--- config.mk ---
export PLATFORM = sky130hd
export DESIGN_NAME = fifo_wr_arb_flat
export DESIGN_NICKNAME = d
export VERILOG_FILES = /design/src/rtl/fifo_wr_arb_pkg.sv /design/src/rtl/fifo_wr_arb_if.sv /design/src/rtl/fifo_wr_arb_rr_pick.sv /design/src/rtl/fifo_wr_arb.sv /design/src/flat_wrapper.sv
export SDC_FILE = /design/constraint.sdc
export NUM_CORES = 1
export LEC_CHECK = 0
export CAP_MARGIN = 10
export CORE_AREA = 8 8 66 68
export CTS_CLUSTER_DIAMETER = 40
export CTS_CLUSTER_SIZE = 16
export DETAILED_ROUTE_END_ITERATION = 8
export DIE_AREA = 0 0 74 76
export MAX_ROUTING_LAYER = met4
export PLACE_DENSITY = 0.73
export SKIP_LAST_GASP = 1
export SLEW_MARGIN = 10
export SYNTH_ARGS = -nofsm -noshare
export SYNTH_HDL_FRONTEND = slang
export SYNTH_SLANG_ARGS = --single-unit
--- constraint.sdc ---
create_clock -name clk -period 2.51 [get_ports clk]
set_clock_uncertainty 0.15 [all_clocks]
set_input_delay 0.502 -clock clk [delete_from_list [all_inputs] [get_ports clk]]
set_output_delay 0.502 -clock clk [all_outputs]
set_load 0.02 [all_outputs]
--- src/rtl/fifo_wr_arb_pkg.sv ---
// Shared types and width helpers for the FIFO write arbiter.
// No logic here; sizes are resolved at elaboration time.
package fifo_arb_pkg;

  typedef enum logic {
    IDLE = 1'b0,
    LOCK = 1'b1
  } arb_state_t;

  function automatic int idx_w(input int n);
    return (n > 1) ? $clog2(n) : 1;
  endfunction

  function automatic int cnt_w(input int m);
    return (m > 0) ? $clog2(m + 1) : 1;
  endfunction

endpackage

--- src/rtl/fifo_wr_arb_if.sv ---
// Requester beats in, FIFO write port out; master = requesters/FIFO side, slave = arbiter.
// Pure wiring, no latency; fifo_full is the only backpressure into the arbiter.
interface fifo_wr_arb_if #(
  parameter int NUM_REQ = 4,
  parameter int DATA_W  = 8
);

  logic [NUM_REQ-1:0]        req;
  logic [NUM_REQ*DATA_W-1:0] req_data;
  logic [NUM_REQ-1:0]        req_last;
  logic [NUM_REQ-1:0]        gnt;
  logic                      fifo_wr_en;
  logic [DATA_W-1:0]         fifo_data_in;
  logic                      fifo_full;

  modport master (
    output req, req_data, req_last, fifo_full,
    input  gnt, fifo_wr_en, fifo_data_in
  );

  modport slave (
    input  req, req_data, req_last, fifo_full,
    output gnt, fifo_wr_en, fifo_data_in
  );

endinterface

--- src/rtl/fifo_wr_arb_rr_pick.sv ---
// Rotating-priority pick: first set req bit strictly after rr_last, wrapping around.
// Purely combinational; valid is low when no requester is asking.
module fifo_rr_pick
  import fifo_arb_pkg::*;
#(
  parameter int NUM_REQ = 4,
  parameter int IDX_W   = idx_w(NUM_REQ)
) (
  input  logic [NUM_REQ-1:0] req,
  input  logic [IDX_W-1:0]   rr_last,
  output logic [IDX_W-1:0]   winner,
  output logic               valid
);

  // Walk from farthest to nearest so the nearest hit is the last write.
  always_comb begin
    int idx;
    idx    = 0;
    winner = '0;
    valid  = 1'b0;
    for (int i = NUM_REQ; i >= 1; i--) begin
      idx = int'(rr_last) + i;
      if (idx >= NUM_REQ) idx = idx - NUM_REQ;
      if (req[idx]) begin
        winner = IDX_W'(idx);
        valid  = 1'b1;
      end
    end
  end

endmodule

--- src/rtl/fifo_wr_arb.sv ---
// Round-robin burst arbiter into a sync FIFO; zero-cycle grant, stalls on fifo_full, bursts capped at MAX_BURST.
// FIFO_WR_ARB_STATS_EN adds a saturating stall_cnt output.
module fifo_wr_arb
  import fifo_arb_pkg::*;
#(
  parameter  int NUM_REQ   = 4,
  parameter  int DATA_W    = 8,
  parameter  int MAX_BURST = 4,
  localparam int IDX_W     = idx_w(NUM_REQ),
  localparam int CNT_W     = cnt_w(MAX_BURST)
) (
  input  logic                clk,
  input  logic                rst,
  fifo_wr_arb_if.slave        bus,
  output logic [IDX_W-1:0]    owner,
  output logic                locked
`ifdef FIFO_WR_ARB_STATS_EN
  ,
  output logic [15:0]         stall_cnt
`endif
);

  arb_state_t        state_q, state_d;
  logic [IDX_W-1:0]  owner_q, owner_d;
  logic [IDX_W-1:0]  rr_last_q, rr_last_d;
  logic [CNT_W-1:0]  beat_cnt_q, beat_cnt_d;
  logic [NUM_REQ-1:0] gnt_vec;
  logic [DATA_W-1:0] data_mux;
  logic [IDX_W-1:0]  pick_idx;
  logic              pick_vld;

  fifo_rr_pick #(
    .NUM_REQ (NUM_REQ),
    .IDX_W   (IDX_W)
  ) u_pick (
    .req     (bus.req),
    .rr_last (rr_last_q),
    .winner  (pick_idx),
    .valid   (pick_vld)
  );

  always_ff @(posedge clk) begin
    if (rst) begin
      state_q    <= IDLE;
      owner_q    <= '0;
      rr_last_q  <= IDX_W'(NUM_REQ - 1);
      beat_cnt_q <= '0;
    end else begin
      state_q    <= state_d;
      owner_q    <= owner_d;
      rr_last_q  <= rr_last_d;
      beat_cnt_q <= beat_cnt_d;
    end
  end

  always_comb begin
    state_d    = state_q;
    owner_d    = owner_q;
    rr_last_d  = rr_last_q;
    beat_cnt_d = beat_cnt_q;
    gnt_vec    = '0;
    if (!rst) begin
      case (state_q)
        IDLE: begin
          if (pick_vld && !bus.fifo_full) begin
            gnt_vec[pick_idx] = 1'b1;
            owner_d           = pick_idx;
            rr_last_d         = pick_idx;
            if (!bus.req_last[pick_idx] && (MAX_BURST > 1)) begin
              state_d    = LOCK;
              beat_cnt_d = CNT_W'(1);
            end
          end
        end
        LOCK: begin
          // A dropped req mid-burst means the owner gave up; free the bus without granting.
          if (!bus.req[owner_q]) begin
            state_d    = IDLE;
            beat_cnt_d = '0;
          end else if (!bus.fifo_full) begin
            gnt_vec[owner_q] = 1'b1;
            if (bus.req_last[owner_q] || (beat_cnt_q == CNT_W'(MAX_BURST - 1))) begin
              state_d    = IDLE;
              beat_cnt_d = '0;
            end else begin
              beat_cnt_d = beat_cnt_q + CNT_W'(1);
            end
          end
        end
        default: begin
          state_d    = IDLE;
          beat_cnt_d = '0;
        end
      endcase
    end
  end

  always_comb begin
    data_mux = '0;
    for (int i = 0; i < NUM_REQ; i++) begin
      if (gnt_vec[i]) data_mux = bus.req_data[i*DATA_W +: DATA_W];
    end
  end

  assign bus.gnt          = gnt_vec;
  assign bus.fifo_wr_en   = |gnt_vec;
  assign bus.fifo_data_in = data_mux;
  assign owner            = owner_q;
  assign locked           = (state_q == LOCK);

`ifdef FIFO_WR_ARB_STATS_EN
  always_ff @(posedge clk) begin
    if (rst) begin
      stall_cnt <= '0;
    end else if ((|bus.req) && bus.fifo_full && (stall_cnt != 16'hFFFF)) begin
      stall_cnt <= stall_cnt + 16'd1;
    end
  end
`endif

endmodule

--- src/flat_wrapper.sv ---
// flat-port wrapper written by rule: the top's interface ports become plain ports
module fifo_wr_arb_flat import fifo_arb_pkg::*;
#(
  parameter  int NUM_REQ   = 4,
  parameter  int DATA_W    = 8,
  parameter  int MAX_BURST = 4,
  localparam int IDX_W     = idx_w(NUM_REQ),
  localparam int CNT_W     = cnt_w(MAX_BURST)
)
  (clk, rst, owner, locked, bus_req, bus_req_data, bus_req_last, bus_fifo_full, bus_gnt, bus_fifo_wr_en, bus_fifo_data_in);
  fifo_wr_arb_if #(.NUM_REQ(NUM_REQ), .DATA_W(DATA_W)) bus_i ();
  input  logic clk;
  input  logic rst;
  output logic [IDX_W-1:0] owner;
  output logic locked;
  input wire logic [$bits(bus_i.req)-1:0] bus_req;
  input wire logic [$bits(bus_i.req_data)-1:0] bus_req_data;
  input wire logic [$bits(bus_i.req_last)-1:0] bus_req_last;
  input wire logic [$bits(bus_i.fifo_full)-1:0] bus_fifo_full;
  output wire logic [$bits(bus_i.gnt)-1:0] bus_gnt;
  output wire logic [$bits(bus_i.fifo_wr_en)-1:0] bus_fifo_wr_en;
  output wire logic [$bits(bus_i.fifo_data_in)-1:0] bus_fifo_data_in;
  assign bus_i.req = bus_req;
  assign bus_i.req_data = bus_req_data;
  assign bus_i.req_last = bus_req_last;
  assign bus_i.fifo_full = bus_fifo_full;
  assign bus_gnt = bus_i.gnt;
  assign bus_fifo_wr_en = bus_i.fifo_wr_en;
  assign bus_fifo_data_in = bus_i.fifo_data_in;
  fifo_wr_arb #(.NUM_REQ(NUM_REQ), .DATA_W(DATA_W), .MAX_BURST(MAX_BURST)) u_core (.clk(clk), .rst(rst), .bus(bus_i), .owner(owner), .locked(locked));
endmodule
After elaboration in Yosys (flattened, before gate mapping)
Index checks and enable logic that the tools add are counted.
{"block": "totals", "ff_bits": 8, "input_bits": 43, "word_cells": 93}
{"block": "classes", "addsub": 9, "order_cmp": 12, "eq_ne": 4, "muxes": 55, "bitwise_logic": 1, "n_reduce_logical": 8}
{"operator": "$lt 32x4->1 const B", "n": 4}
{"operator": "$mux 32", "n": 4}
{"operator": "$ge 32x4->1 const B", "n": 1}
{"operator": "$mux 8", "n": 4}
{"operator": "$sub 32x4->32 const B", "n": 1}
{"operator": "$mux 1", "n": 22}
{"operator": "$mux 4", "n": 4}
{"operator": "$mux 3", "n": 5}
{"operator": "$bmux 1 s2", "n": 7}
{"operator": "$sub 3x3->4 const B", "n": 3}
{"operator": "$ge 3x3->1 const B", "n": 3}
{"operator": "$mux 2", "n": 4}
{"operator": "$pmux 4 s2", "n": 1}
{"operator": "$add 2x2->3 const B", "n": 2}
{"operator": "$lt 2x3->1 const B", "n": 2}
{"operator": "$pmux 3 s2", "n": 1}
{"operator": "$add 2x3->4 const B", "n": 1}
{"operator": "$demux 1 s2", "n": 2}
{"operator": "$ge 2x1->1 const B", "n": 2}
{"operator": "$reduce_or 4->1", "n": 1}
{"operator": "$add 2x1->3 const B", "n": 1}
{"operator": "$add 3x1->3 const B", "n": 1}
{"operator": "$eq 3x2->1 const B", "n": 1}
{"operator": "$logic_and 1x1->1", "n": 3}
{"operator": "other kinds (9)", "n": 9}

Depth between registers and ports, before layout
Gate-level depths: netlist of the first run.
{"block": "depth", "ltp_word": 21, "depth_mapped": 9, "depth_no_buf": 6}

Cells and area by module
From an unflattened synthesis of the first run, not the netlist that was laid out.
{"block": "unflattened", "hier_cells": 138, "area_unflattened_um2": 1198.6}
{"module": "fifo_wr_arb", "instances": 1, "cells_each": 124, "area_each_um2": 1107.3}
{"module": "fifo_rr_pick", "instances": 1, "cells_each": 14, "area_each_um2": 91.3}

Worst setup path before layout of the first run
OpenSTA, ideal clock, no wires.
{"block": "synth_path", "path_kind": "input-to-output", "start": "in bus_fifo_full", "end": "out bus_fifo_data_in[0]", "t_arrival_ps": 2209, "slack_ps": -351, "cell_stages": 6, "cell_sequence": "or2_2 > nor4_1 > buf_2 > a21oi_1 > nor2_2 > a22o_1"}
{"element": "start, declared", "line": "flat_wrapper.sv:19", "source": "input wire logic [$bits(bus_i.fifo_full)-1:0] bus_fifo_full;"}
{"element": "$logic_not 1->1", "line": "fifo_wr_arb.sv:65", "source": "if (pick_vld && !bus.fifo_full) begin"}
{"element": "$logic_and 1x1->1", "line": "fifo_wr_arb.sv:65"}
{"element": "$mux 4", "line": "fifo_wr_arb.sv:65"}
{"element": "$pmux 4 s2 (*)", "line": "fifo_wr_arb.sv:63", "source": "case (state_q)"}
{"element": "$mux 4 (*)", "line": "fifo_wr_arb.sv:62", "source": "if (!rst) begin"}
{"element": "net bus_gnt[3]", "line": "flat_wrapper.sv:20", "source": "output wire logic [$bits(bus_i.gnt)-1:0] bus_gnt;"}
{"element": "$mux 8 (*)", "line": "fifo_wr_arb.sv:101", "source": "if (gnt_vec[i]) data_mux = bus.req_data[i*DATA_W +: DATA_W];"}
{"element": "end, declared", "line": "flat_wrapper.sv:22", "source": "output wire logic [$bits(bus_i.fifo_data_in)-1:0] bus_fifo_data_in;"}
The timed path passes the listed nets; every way through them passes the cells marked *.

Worst setup path after layout of the first run
{"block": "layout_path", "start": "reg u_core.rr_last_q[1]", "end": "out bus_fifo_data_in[4]"}
{"block": "layout_via", "elab_chain_cells": 21}
{"element": "start, declared", "line": "fifo_wr_arb.sv:25", "source": "logic [IDX_W-1:0] rr_last_q, rr_last_d;"}
{"element": "start signal, assigned", "line": "fifo_wr_arb.sv:46", "source": "rr_last_q <= IDX_W'(NUM_REQ - 1);"}
{"element": "start signal, assigned", "line": "fifo_wr_arb.sv:51", "source": "rr_last_q <= rr_last_d;"}
{"element": "$add 2x3->4", "line": "fifo_wr_arb_rr_pick.sv:22", "source": "idx = int'(rr_last) + i;"}
{"element": "$sub 32x4->32 or $ge 32x4->1 (tied branches)", "line": "fifo_wr_arb_rr_pick.sv:23", "source": "if (idx >= NUM_REQ) idx = idx - NUM_REQ;"}
{"element": "$mux 32", "line": "fifo_wr_arb_rr_pick.sv:23"}
{"element": "$bmux 1 s2", "line": "fifo_wr_arb_rr_pick.sv:24", "source": "if (req[idx]) begin"}
{"element": "$mux 1 (implied by the code) (2 in series)", "line": "fifo_wr_arb_rr_pick.sv:24"}
{"element": "$mux 2 (4 in series)", "line": "fifo_wr_arb_rr_pick.sv:24"}
{"element": "$lt 2x3->1 (implied by the code) or $ge 2x1->1 (tied branches)", "line": "fifo_wr_arb.sv:66", "source": "gnt_vec[pick_idx] = 1'b1;"}
{"element": "$logic_and 1x1->1 (implied by the code)", "line": "fifo_wr_arb.sv:66"}
{"element": "$mux 1 (implied by the code)", "line": "fifo_wr_arb.sv:66"}
{"element": "$demux 1 s2"}
{"element": "$mux 4 (*)", "line": "fifo_wr_arb.sv:65"}
{"element": "$pmux 4 s2 (*)", "line": "fifo_wr_arb.sv:63"}
{"element": "$mux 4 (*)", "line": "fifo_wr_arb.sv:62"}
{"element": "$mux 8 (3 in series)", "line": "fifo_wr_arb.sv:101"}
{"element": "$mux 8 (*)", "line": "fifo_wr_arb.sv:101"}
Mark *: on every way between the ends. The rest lies on a longest branch, timed or not. The select of a mux whose other input is x is not followed.

==> summary.json, run 1 <==
{
  "final_net_count": {"value": 318},
  "synth_largest_area_cell": {"value": "a221o_1"},
  "die_y": {"value": 76, "unit": "um"},
  "grt-ovfl-total": {"value": 0},
  "final-hold-violation-count": {"value": 0},
  "drt_first_iter_violations": {"value": 124},
  "worst-path-max-fanout": {"value": 6},
  "post-synth-top-count-cell": {"value": "a221o_1"},
  "power_per_cell_area": {"value": 355, "unit": "nW/um2"},
  "power_leakage": {"value": 1.19, "unit": "nW"},
  "vdd_ir_drop_max": {"value": 0.271, "unit": "mV"},
  "core_box_area": {"value": 3440, "unit": "um2"},
  "detail_route.wirelength": {"value": 6520, "unit": "um"},
  "placement.io_buffers": {"value": 58},
  "htree_num_levels": {"value": 1},
  "die_width": {"value": 74, "unit": "um"},
  "synth_cell_type_count": {"value": 44},
  "clock_tree.root_cell": {"value": "clkbuf_4"},
  "via_count": {"value": 1826},
  "area.growth.synth_to_final": {"value": 137, "unit": "%"},
  "maxCapViolations": {"value": 0},
  "setup_viol_count_final": {"value": 12},
  "worst_setup_hold_path_clk_slew": {"value": 0.06, "unit": "ns"},
  "syn-mean-instance-area": {"value": 7.84, "unit": "um2"},
  "postPlaceCellArea": {"value": 2230, "unit": "um2"},
  "grt_pass1_vias": {"value": 1952},
  "syn_inst": {"value": 148},
  "grt_util_all_layers": {"value": 21.5, "unit": "%"},
  "numClockSinks": {"value": 8},
  "clk_latency": {"value": 0.26, "unit": "ns"},
  "rr_startpoint": {"value": "u_core.rr_last_q[1]"},
  "dp_hpwl": {"value": 3840, "unit": "um"},
  "core.rowCount": {"value": 22},
  "min_period": {"value": 2.90, "unit": "ns"},
  "drive_gt1_share": {"value": 52.4, "unit": "%"},
  "max_root_sink_buffers": {"value": 2},
  "finish.utilization": {"value": 79.8, "unit": "%"},
  "synthTopCellsByArea": {"value": "a221o_1, dfxtp_1, a221oi_1"},
  "tritoncts_buffers": {"value": 3},
  "final_critical_path_setup_slack": {"value": -0.390, "unit": "ns"},
  "ys.flop_type": {"value": "dfxtp_1"},
  "diodes": {"value": 0},
  "end_kind": {"value": "primary output"},
  "final_antenna_net_count": {"value": 0},
  "synth-async-reset-ratio": {"value": 0, "unit": "%"},
  "worst-slew-pin-transition": {"value": 0.459, "unit": "ns"},
  "rsz_0062_raised_after_global_routing": {"value": "true"},
  "synth-seq-cells": {"value": 8},
  "finalCritPeriodShare": {"value": 116, "unit": "%"},
  "drt_pass1_iterations": {"value": 4},
  "critPathRequiredTime": {"value": 1.86, "unit": "ns"},
  "violations": {"value": "setup timing"},
  "post_synthesis_sequential_area_ratio": {"value": 13.8, "unit": "%"},
  "clock_tree_from_tritoncts": {"value": "done"},
  "worst_ep_arrival_time": {"value": 2.25, "unit": "ns"},
  "remaining_drc_errors": {"value": 0},
  "crit_path_start": {"value": "u_core.rr_last_q[1]"},
  "synthesis.yosys.warnings": {"value": 0},
  "antenna_violations_before_repair": {"value": 0},
  "post_drt_wl_per_cell": {"value": 20.4, "unit": "um"},
  "setup.worst_path.class": {"value": "reg2out"},
  "achievable-frequency": {"value": 345, "unit": "MHz"},
  "area_enclosed_by_the_die_boundary": {"value": 5620, "unit": "um2"},
  "vias_per_cell": {"value": 5.72},
  "initial_core_util": {"value": 33.7, "unit": "%"},
  "yosysTopAreaCellShare": {"value": 13.8, "unit": "%"},
  "hp-start": {"value": "u_core.beat_cnt_q[2]"},
  "worstHoldPathType": {"value": "reg2reg"},
  "ctsHoldBuffers": {"value": 0},
  "final_cell_area": {"value": 2750, "unit": "um2"},
  "synthesis.nets": {"value": 193},
  "timing_max_transition_violations_final": {"value": 0},
  "synth_top_cells_by_count": {"value": "a221o_1, nor2_1, nand2_1, nand2b_1"},
  "timing.critical_path.from_type": {"value": "register"},
  "grt_start_max_net_pins": {"value": 16},
  "routabilityCongestion": {"value": 0.832},
  "synth_area": {"value": 1160, "unit": "um2"},
  "outcome": {"value": "finished with violations"},
  "headroom_to_the_max_slew_limit": {"value": 69.0, "unit": "%"},
  "synth_edf_count": {"value": 0},
  "boundaryPins": {"value": 59},
  "wire_length_of_the_first_global_routing_pass": {"value": 9550, "unit": "um"}
}
## critical path, cell delays in order, from the launching register on
cell and delay (ns):
dfxtp_4 0.39, mux2i_1 0.24, a2bb2oi_2 0.18, o21a_4 0.21, buf_2 0.18, buf_4 0.14
nand2_1 0.08, a221oi_4 0.28, a22o_4 0.17, buf_6 0.11
## placed cells by master, fill, tap and decap left out, types with 4 or more instances in the layout
cell type and instances:
buf_6 34, buf_2 5, buf_4 47, nand2b_1 11
dfxtp_1 6, nand2_1 11, clkdlybuf4s50_1 40, mux2i_1 6
a221o_1 16, a22o_4 8, a221oi_1 4, nor2_1 11
## per-layer routing
metal	global-route usage [%]	wire [um]	vias to the layer above
met3	5.00	505	12
met4	5.20	126	0
met5	-	0	-
met1	24.4	2520	892
met2	36.5	3360	81
li1	-	-	841
## cell families after synthesis
group / count (synthesis) / synth area share [%]
and+or+nand+nor: 58 / 27.4
AOI/OAI and AO/OA: 55 / 41.0
buffers and inverters: 17 / 7.66
muxes: 8 / 7.98
DFF: 8 / 13.8
adders and majority gates: 2 / 2.16
## repair_timing
item                       in CTS  in global routing
pin swaps                      20                 14
setup buffers                  20                  5
gates cloned                    5                  0
gates resized for setup       137                 27
setup endpoints to repair      16                 16
## power breakdown
group / switching [W] / leakage [nW] / internal, W
sequential: 0.0000166 / 0.0655 / 0.000140
clock: 0.0000456 / 0.0138 / 0.0000549
combinational: 0.000318 / 1.11 / 0.000397
## flip-flops by register name (all words and copies together) (netlist names)
| signal | count |
|---|---|
| u_core.beat_cnt_q | 3 |
| u_core.owner | 2 |
| u_core.rr_last_q | 2 |
| u_core.locked | 1 |
## metrics by stage
stage	TNS, ns	setup WS (ns)	total power, W	hold slack [ns]	instances
2_1_floorplan	-0.567	-0.156	0.000447	0.303	148
3_3_place_gp	-15.62	-1.21	0.000685	0.313	289
3_5_place_dp	-16.19	-1.25	0.000699	0.345	289
4_1_cts	-3.30	-0.341	0.000912	0.351	316
5_1_grt	-4.72	-0.513	0.00102	0.372	319
6_report	-3.59	-0.390	0.000973	0.346	319
## cell type report
class	count	area, um2
multi-input cells	125	1240
repair buffers	130	1230
fillers	200	696
flip-flops and latches	8	165
well taps	48	60.1
clock buffers	3	22.5
inverters	5	21.3
## final timing paths
check / endpoint / slack, ns / depth (start not counted)
min reg2reg: u_core.beat_cnt_q[2] / 0.35 / 2
max: bus_fifo_data_in[4] / -0.39 / 9
max reg2reg: u_core.beat_cnt_q[2] / 0.09 / 9
min: u_core.beat_cnt_q[2] / 0.35 / 2
(Power assumes the default switching activity.)
==> run 2: changes to the inputs <==
--- a/config.mk
+++ b/config.mk
@@ -6,13 +6,14 @@
 export NUM_CORES = 1
 export LEC_CHECK = 0
 export CAP_MARGIN = 10
-export CORE_AREA = 8 8 66 68
+export CORE_AREA = 8 8 83 55
 export CTS_CLUSTER_DIAMETER = 40
 export CTS_CLUSTER_SIZE = 16
 export DETAILED_ROUTE_END_ITERATION = 8
-export DIE_AREA = 0 0 74 76
+export DIE_AREA = 0 0 91 63
 export MAX_ROUTING_LAYER = met4
 export PLACE_DENSITY = 0.73
+export RECOVER_POWER = 100
 export SKIP_LAST_GASP = 1
 export SLEW_MARGIN = 10
 export SYNTH_ARGS = -nofsm -noshare
==> run 2 against run 1 <==
The run still ends with setup timing left. Critical path depth increased by 2. Global-route usage is 0.75 points lower. Maximum frequency shrank 2.7%. Final cell count fell by 2.2%. Sequential share of layout area is 0.38 points higher. Non-clock buffer count decreased by 5. Final area decreased by 5.9%. Largest power group unchanged.
==> summary.json, run 2 (synthesis results as in run 1) <==
{
  "area_enclosed_by_the_die_boundary": {"value": 5730, "unit": "um2"},
  "largest-register": {"value": "u_core.beat_cnt_q"},
  "final_critical_path_setup_slack": {"value": -0.470, "unit": "ns"},
  "violations": {"value": "setup timing"},
  "antenna_violations_before_repair": {"value": 0},
  "crit_path_start": {"value": "bus_req[1]"},
  "drt_first_iter_violations": {"value": 167},
  "reg2reg_depth": {"value": 8},
  "final_antenna_net_count": {"value": 0},
  "maxCapViolations": {"value": 0},
  "via_count": {"value": 1848},
  "rr_startpoint": {"value": "u_core.owner[0]"},
  "worst-path-max-fanout": {"value": 4},
  "drive_gt1_share": {"value": 46.8, "unit": "%"},
  "postPlaceCellArea": {"value": 2220, "unit": "um2"},
  "grt-ovfl-total": {"value": 0},
  "min_period": {"value": 2.98, "unit": "ns"},
  "setup.worst_path.class": {"value": "in2out"},
  "layout.cells.most_common_list": {"value": "buf_4, clkdlybuf4s50_1, buf_6"},
  "post_drt_wl_per_cell": {"value": 20.2, "unit": "um"},
  "finalCritPeriodShare": {"value": 119, "unit": "%"},
  "clock_tree.root_cell": {"value": "clkbuf_8"},
  "die_y": {"value": 63, "unit": "um"},
  "vias_per_cell": {"value": 5.92},
  "detail_route.wirelength": {"value": 6290, "unit": "um"},
  "grt_pass1_vias": {"value": 1868},
  "initial_core_util": {"value": 33.7, "unit": "%"},
  "grt_start_max_net_pins": {"value": 13},
  "grt_util_all_layers": {"value": 20.8, "unit": "%"},
  "final_cell_area": {"value": 2580, "unit": "um2"},
  "placed_cells_incl_taps": {"value": 288},
  "clk_latency": {"value": 0.24, "unit": "ns"},
  "rsz_0062_raised_after_global_routing": {"value": "true"},
  "vdd_ir_drop_max": {"value": 0.248, "unit": "mV"},
  "routabilityCongestion": {"value": 0.947},
  "power_per_cell_area": {"value": 380, "unit": "nW/um2"},
  "worstHoldPathType": {"value": "reg2reg"},
  "setup_viol_count_final": {"value": 14},
  "max_root_sink_buffers": {"value": 2},
  "finish.cell_count_without_fillers": {"value": 312},
  "outcome": {"value": "finished with violations"},
  "drt_pass1_iterations": {"value": 7},
  "timing.critical_path.from_type": {"value": "input port"},
  "placement.io_buffers": {"value": 58},
  "die_width": {"value": 91, "unit": "um"},
  "worst_ep_arrival_time": {"value": 2.33, "unit": "ns"},
  "end_kind": {"value": "primary output"},
  "cp-endpoint": {"value": "bus_fifo_data_in[5]"},
  "holdWs": {"value": 0.335, "unit": "ns"},
  "core_box_area": {"value": 3450, "unit": "um2"},
  "numClockSinks": {"value": 8},
  "core.rowCount": {"value": 17},
  "power_leakage": {"value": 1.15, "unit": "nW"},
  "wire_length_of_the_first_global_routing_pass": {"value": 9530, "unit": "um"},
  "ctsHoldBuffers": {"value": 0},
  "diodes": {"value": 0},
  "area.growth.synth_to_final": {"value": 123, "unit": "%"},
  "rrSetupSlack": {"value": -0.03, "unit": "ns"},
  "rr_endpoint": {"value": "u_core.beat_cnt_q[2]"},
  "achievable-frequency": {"value": 336, "unit": "MHz"},
  "final_net_count": {"value": 312},
  "tritoncts_buffers": {"value": 3},
  "timing.setup.tns": {"value": -4.51, "unit": "ns"},
  "boundaryPins": {"value": 59},
  "clock_tree_from_tritoncts": {"value": "done"},
  "final-hold-violation-count": {"value": 0},
  "timing_max_transition_violations_final": {"value": 0},
  "largest_reg_flops": {"value": 3},
  "worst_setup_hold_path_clk_slew": {"value": 0.05, "unit": "ns"},
  "worst-slew-pin-transition": {"value": 0.534, "unit": "ns"},
  "critPathRequiredTime": {"value": 1.86, "unit": "ns"},
  "headroom_to_the_max_slew_limit": {"value": 63.9, "unit": "%"},
  "leading_cell_type_in_the_layout_fill_and_taps_excluded": {"value": "buf_4"},
  "dp_hpwl": {"value": 4310, "unit": "um"},
  "htree_num_levels": {"value": 1},
  "remaining_drc_errors": {"value": 0}
}
run 2: power by group:
part	switching, W	internal [W]	leakage, nW
Combinational	0.000294	0.000363	1.06
Clock	0.0000645	0.000105	0.0216
Sequential	0.0000153	0.000141	0.0655
run 2: cell type report:
| type | count | area, um2 |
|---|---|---|
| repair buffers | 125 | 1190 |
| multi-input cells | 124 | 1100 |
| fillers | 228 | 862 |
| flip-flops and latches | 8 | 165 |
| well taps | 47 | 58.8 |
| clock buffers | 3 | 41.3 |
| inverters | 5 | 18.8 |
run 2: repair_timing:
action | CTS | global route
cloned | 5 | 0
hold endpoints to repair | 0 | 0
gates resized for setup | 127 | 16
pin swaps | 22 | 15
endpoints found under the setup margin | 16 | 14
buffers inserted | 14 | 7
run 2: metal layers:
metal	track usage, %	share of wire [%]	up-vias
met5	-	0	-
li1	-	-	827
met4	5.48	3.0	0
met3	4.56	10	23
met2	33.2	47	128
met1	25.8	40	870
run 2: stage by stage:
step / util (%) / power (W) / setup WS (ns)
finish: 75.0 / 0.000982 / -0.470
global route: 75.0 / 0.00102 / -0.515
CTS: 73.0 / 0.000939 / -0.464
detailed placement: 64.4 / 0.000697 / -1.26
global placement: 64.4 / 0.000684 / -1.18
floorplan: - / 0.000447 / -0.156
run 2: worst min-delay path by stage:
stage,startpoint,endpoint,slack (ns),cells after the start
floorplan,u_core.beat_cnt_q[1],u_core.beat_cnt_q[1],0.30,2
finish,u_core.beat_cnt_q[1],u_core.beat_cnt_q[1],0.33,2
detailed placement,u_core.beat_cnt_q[1],u_core.beat_cnt_q[1],0.33,2
global route,u_core.beat_cnt_q[2],u_core.beat_cnt_q[2],0.37,2
CTS,u_core.beat_cnt_q[1],u_core.beat_cnt_q[1],0.34,2
global placement,u_core.beat_cnt_q[1],u_core.beat_cnt_q[1],0.31,2
run 2: critical path, cell delays in order:
cell     delay, ns
buf_8         0.10
buf_6         0.11
nor2_4        0.11
o22ai_4       0.10
buf_6         0.12
nor3_4        0.29
o31ai_4       0.10
buf_6         0.14
a221o_1       0.38
a22o_4        0.23
buf_6         0.13
==> run 3: changes to the inputs <==
--- a/config.mk
+++ b/config.mk
@@ -5,14 +5,16 @@
 export SDC_FILE = /design/constraint.sdc
 export NUM_CORES = 1
 export LEC_CHECK = 0
+export ABC_AREA = 1
 export CAP_MARGIN = 10
-export CORE_AREA = 8 8 83 55
+export CORE_AREA = 8 8 82 55
 export CTS_CLUSTER_DIAMETER = 40
 export CTS_CLUSTER_SIZE = 16
 export DETAILED_ROUTE_END_ITERATION = 8
-export DIE_AREA = 0 0 91 63
+export DIE_AREA = 0 0 90 63
+export GPL_ROUTABILITY_DRIVEN = 0
 export MAX_ROUTING_LAYER = met4
-export PLACE_DENSITY = 0.73
+export PLACE_DENSITY = 0.71
 export RECOVER_POWER = 100
 export SKIP_LAST_GASP = 1
 export SLEW_MARGIN = 10
==> run 3 against run 2 <==
The flow still finishes with violations (setup timing). Sequential power increased by 48%. Worst hold slack better by 0.098 ns. Clock power down 7%. Wire length shrank 21%. Maximum frequency rose by 13%. Sequential cell count unchanged. Largest power group unchanged.
==> summary.json, run 3 <==
{
  "ctsHoldBuffers": {"value": 0},
  "syn-mean-instance-area": {"value": 5.38, "unit": "um2"},
  "timing_max_transition_violations_final": {"value": 0},
  "leading_cell_type_in_the_layout_fill_and_taps_excluded": {"value": "buf_4"},
  "via_count": {"value": 1742},
  "setup.worst_path.class": {"value": "reg2out"},
  "grt_util_all_layers": {"value": 17.2, "unit": "%"},
  "grt-ovfl-total": {"value": 0},
  "synth-seq-cells": {"value": 8},
  "placed_cells_incl_taps": {"value": 335},
  "critPathRequiredTime": {"value": 1.86, "unit": "ns"},
  "ys.flop_type": {"value": "dfxtp_1"},
  "violations": {"value": "setup timing"},
  "power.total": {"value": 0.00206, "unit": "W"},
  "numClockSinks": {"value": 8},
  "headroom_to_the_max_slew_limit": {"value": 79.6, "unit": "%"},
  "area_enclosed_by_the_die_boundary": {"value": 5670, "unit": "um2"},
  "drive_gt1_share": {"value": 43.0, "unit": "%"},
  "clock_tree.root_cell": {"value": "clkbuf_8"},
  "outcome": {"value": "finished with violations"},
  "die_width": {"value": 90, "unit": "um"},
  "synthTopCellsByArea": {"value": "nand3_1, nand2_1, dfxtp_1"},
  "post_synthesis_sequential_area_ratio": {"value": 14.7, "unit": "%"},
  "maxCapViolations": {"value": 0},
  "synth_edf_count": {"value": 0},
  "synth_top_family_by_area": {"value": "simple AND/OR/NAND/NOR gates"},
  "drt_first_iter_violations": {"value": 150},
  "synth_top_cells_by_count": {"value": "nand2_1, nand3_1, inv_1, nand4_1, nor2_1"},
  "worst-slew-pin-transition": {"value": 0.304, "unit": "ns"},
  "rsz_0062_raised_after_global_routing": {"value": "true"},
  "boundaryPins": {"value": 59},
  "synth_largest_area_cell": {"value": "nand3_1"},
  "yosysTopAreaCellShare": {"value": 20.2, "unit": "%"},
  "worst_ep_arrival_time": {"value": 1.99, "unit": "ns"},
  "grt_start_max_net_pins": {"value": 38},
  "syn_inst": {"value": 203},
  "tritoncts_buffers": {"value": 3},
  "largest-register": {"value": "u_core.beat_cnt_q"},
  "grt_pass1_vias": {"value": 1630},
  "timing.critical_path.from_type": {"value": "register"},
  "finalCritPeriodShare": {"value": 105, "unit": "%"},
  "post_drt_wl_per_cell": {"value": 14.2, "unit": "um"},
  "rr_endpoint": {"value": "u_core.beat_cnt_q[0]"},
  "fillerInstances": {"value": 291},
  "reg2reg_depth": {"value": 17},
  "power_per_cell_area": {"value": 893, "unit": "nW/um2"},
  "synth_xor_xnor_area_share": {"value": 0, "unit": "%"},
  "layout.cells.most_common_list": {"value": "buf_4, clkdlybuf4s50_1, nand3_1"},
  "synth-simple-area-share": {"value": 64.7, "unit": "%"},
  "vias_per_cell": {"value": 4.99},
  "end_kind": {"value": "primary output"},
  "rrSetupSlack": {"value": 0.32, "unit": "ns"},
  "wire_length_of_the_first_global_routing_pass": {"value": 8010, "unit": "um"},
  "worst_setup_hold_path_clk_slew": {"value": 0.05, "unit": "ns"},
  "detail_route.wirelength": {"value": 4950, "unit": "um"},
  "post-synth-top-count-cell": {"value": "nand2_1"},
  "clock_tree_from_tritoncts": {"value": "done"},
  "diodes": {"value": 0},
  "synthesis.yosys.warnings": {"value": 0},
  "worst-path-max-fanout": {"value": 5},
  "finish.cell_count_without_fillers": {"value": 349},
  "power_leakage": {"value": 1.15, "unit": "nW"},
  "synthesis.nets": {"value": 248},
  "achievable-frequency": {"value": 379, "unit": "MHz"},
  "area.growth.synth_to_final": {"value": 112, "unit": "%"},
  "min_period": {"value": 2.64, "unit": "ns"},
  "crit_path_start": {"value": "u_core.rr_last_q[0]"},
  "initial_core_util": {"value": 32.1, "unit": "%"},
  "final_critical_path_setup_slack": {"value": -0.127, "unit": "ns"},
  "drt_pass1_iterations": {"value": 4},
  "holdWs": {"value": 0.433, "unit": "ns"},
  "placement.io_buffers": {"value": 58},
  "setup_viol_count_final": {"value": 11},
  "final_antenna_net_count": {"value": 0},
  "place_ws": {"value": -0.977, "unit": "ns"},
  "worstHoldPathType": {"value": "reg2reg"},
  "adder_cell_area_share_of_the_yosys_netlist": {"value": 2.29, "unit": "%"},
  "antenna_violations_before_repair": {"value": 0},
  "core.rowCount": {"value": 17},
  "rr_startpoint": {"value": "u_core.rr_last_q[0]"},
  "die_y": {"value": 63, "unit": "um"},
  "synth_cell_type_count": {"value": 22},
  "synth-async-reset-ratio": {"value": 0, "unit": "%"},
  "largest_reg_flops": {"value": 3},
  "complex_gate_fraction_of_the_synthesized_area": {"value": 4.70, "unit": "%"},
  "vdd_ir_drop_max": {"value": 0.568, "unit": "mV"},
  "htree_num_levels": {"value": 1},
  "max_root_sink_buffers": {"value": 2},
  "final-hold-violation-count": {"value": 0},
  "synth_area": {"value": 1090, "unit": "um2"},
  "dp_hpwl": {"value": 3530, "unit": "um"},
  "remaining_drc_errors": {"value": 0},
  "clk_latency": {"value": 0.23, "unit": "ns"},
  "final_net_count": {"value": 349},
  "core_box_area": {"value": 3400, "unit": "um2"},
  "synth.area.mux_share": {"value": 0, "unit": "%"},
  "cp-endpoint": {"value": "bus_fifo_data_in[1]"}
}
[run 3: cell count changes after synthesis, sizes merged, moves of 11 or more]
cell | previous run | this run
a221o | 16 | 0
inv | 5 | 31
nand2 | 13 | 66
nand2b | 11 | 0
nand3 | 2 | 48
nand4 | 0 | 14
[run 3: worst max-delay path, cell delays in order, from the launching register on]
cell and delay, ns:
dfxtp_4 0.36, buf_6 0.13, nand2_4 0.06, nand2_4 0.06, nand2_2 0.08, nand2_2 0.05, nand2_2 0.08, nand2_2 0.07
nand2_2 0.09, nand2_4 0.09, nor2_4 0.15, nand2_4 0.09, nand2_4 0.10, nand3_2 0.09, nand4_1 0.11, buf_4 0.15
[run 3: layer usage]
layer | vias up | GRT usage, % | routed length, um
met5 | - | - | 0
met1 | 799 | 22.7 | 2400
met2 | 65 | 26.9 | 2170
met3 | 2 | 3.84 | 373
li1 | 876 | - | -
met4 | 0 | 1.86 | 8
[run 3: worst min path at each step]
stage,from,to,slack (ns),cells after the start
final,u_core.beat_cnt_q[2],u_core.beat_cnt_q[2],0.43,4
after CTS,u_core.beat_cnt_q[1],u_core.beat_cnt_q[1],0.43,4
after floorplan,u_core.beat_cnt_q[2],u_core.beat_cnt_q[2],0.39,4
after global placement,u_core.beat_cnt_q[1],u_core.beat_cnt_q[1],0.41,4
after detailed placement,u_core.beat_cnt_q[1],u_core.beat_cnt_q[1],0.43,4
after global routing,u_core.beat_cnt_q[1],u_core.beat_cnt_q[1],0.45,4
[run 3: kinds of logic after synthesis]
logic type | count (synthesis)
flops | 8
simple gates | 146
buf+inv | 38
compound gates | 9
fa+ha+maj | 2
[run 3: where the power goes]
| part | internal (W) | switching, W |
|---|---|---|
| clock | 0.000104 | 0.0000536 |
| sequential | 0.000185 | 0.0000458 |
| combinational | 0.000744 | 0.000932 |
[run 3: cell type report]
class                      instances  area (um2)  area share (%)
multi-input combinational        161        1040            45.2
clock buffer                       3        41.3            1.79
inverter                          33         135            5.85
timing repair buffer              97         861            37.2
tap                               47        58.8            2.54
sequential                         8         170            7.36
[run 3: metrics by stage]
stage          setup TNS, ns  util, %  cell area [um2]
2_1_floorplan              0        -             1090
3_3_place_gp          -11.26     57.6             1960
3_5_place_dp          -12.24     57.6             1960
4_1_cts               -0.704     65.8             2240
5_1_grt                -2.48     67.9             2310
6_report              -0.961     67.9             2310
[run 3: repair_timing]
| action | 4_1_cts | 5_1_grt |
|---|---|---|
| setup buffers | 5 | 2 |
| endpoints found under the setup margin | 13 | 13 |
| resized for setup | 145 | 22 |
| gates cloned | 4 | 0 |
| pin swaps | 35 | 12 |
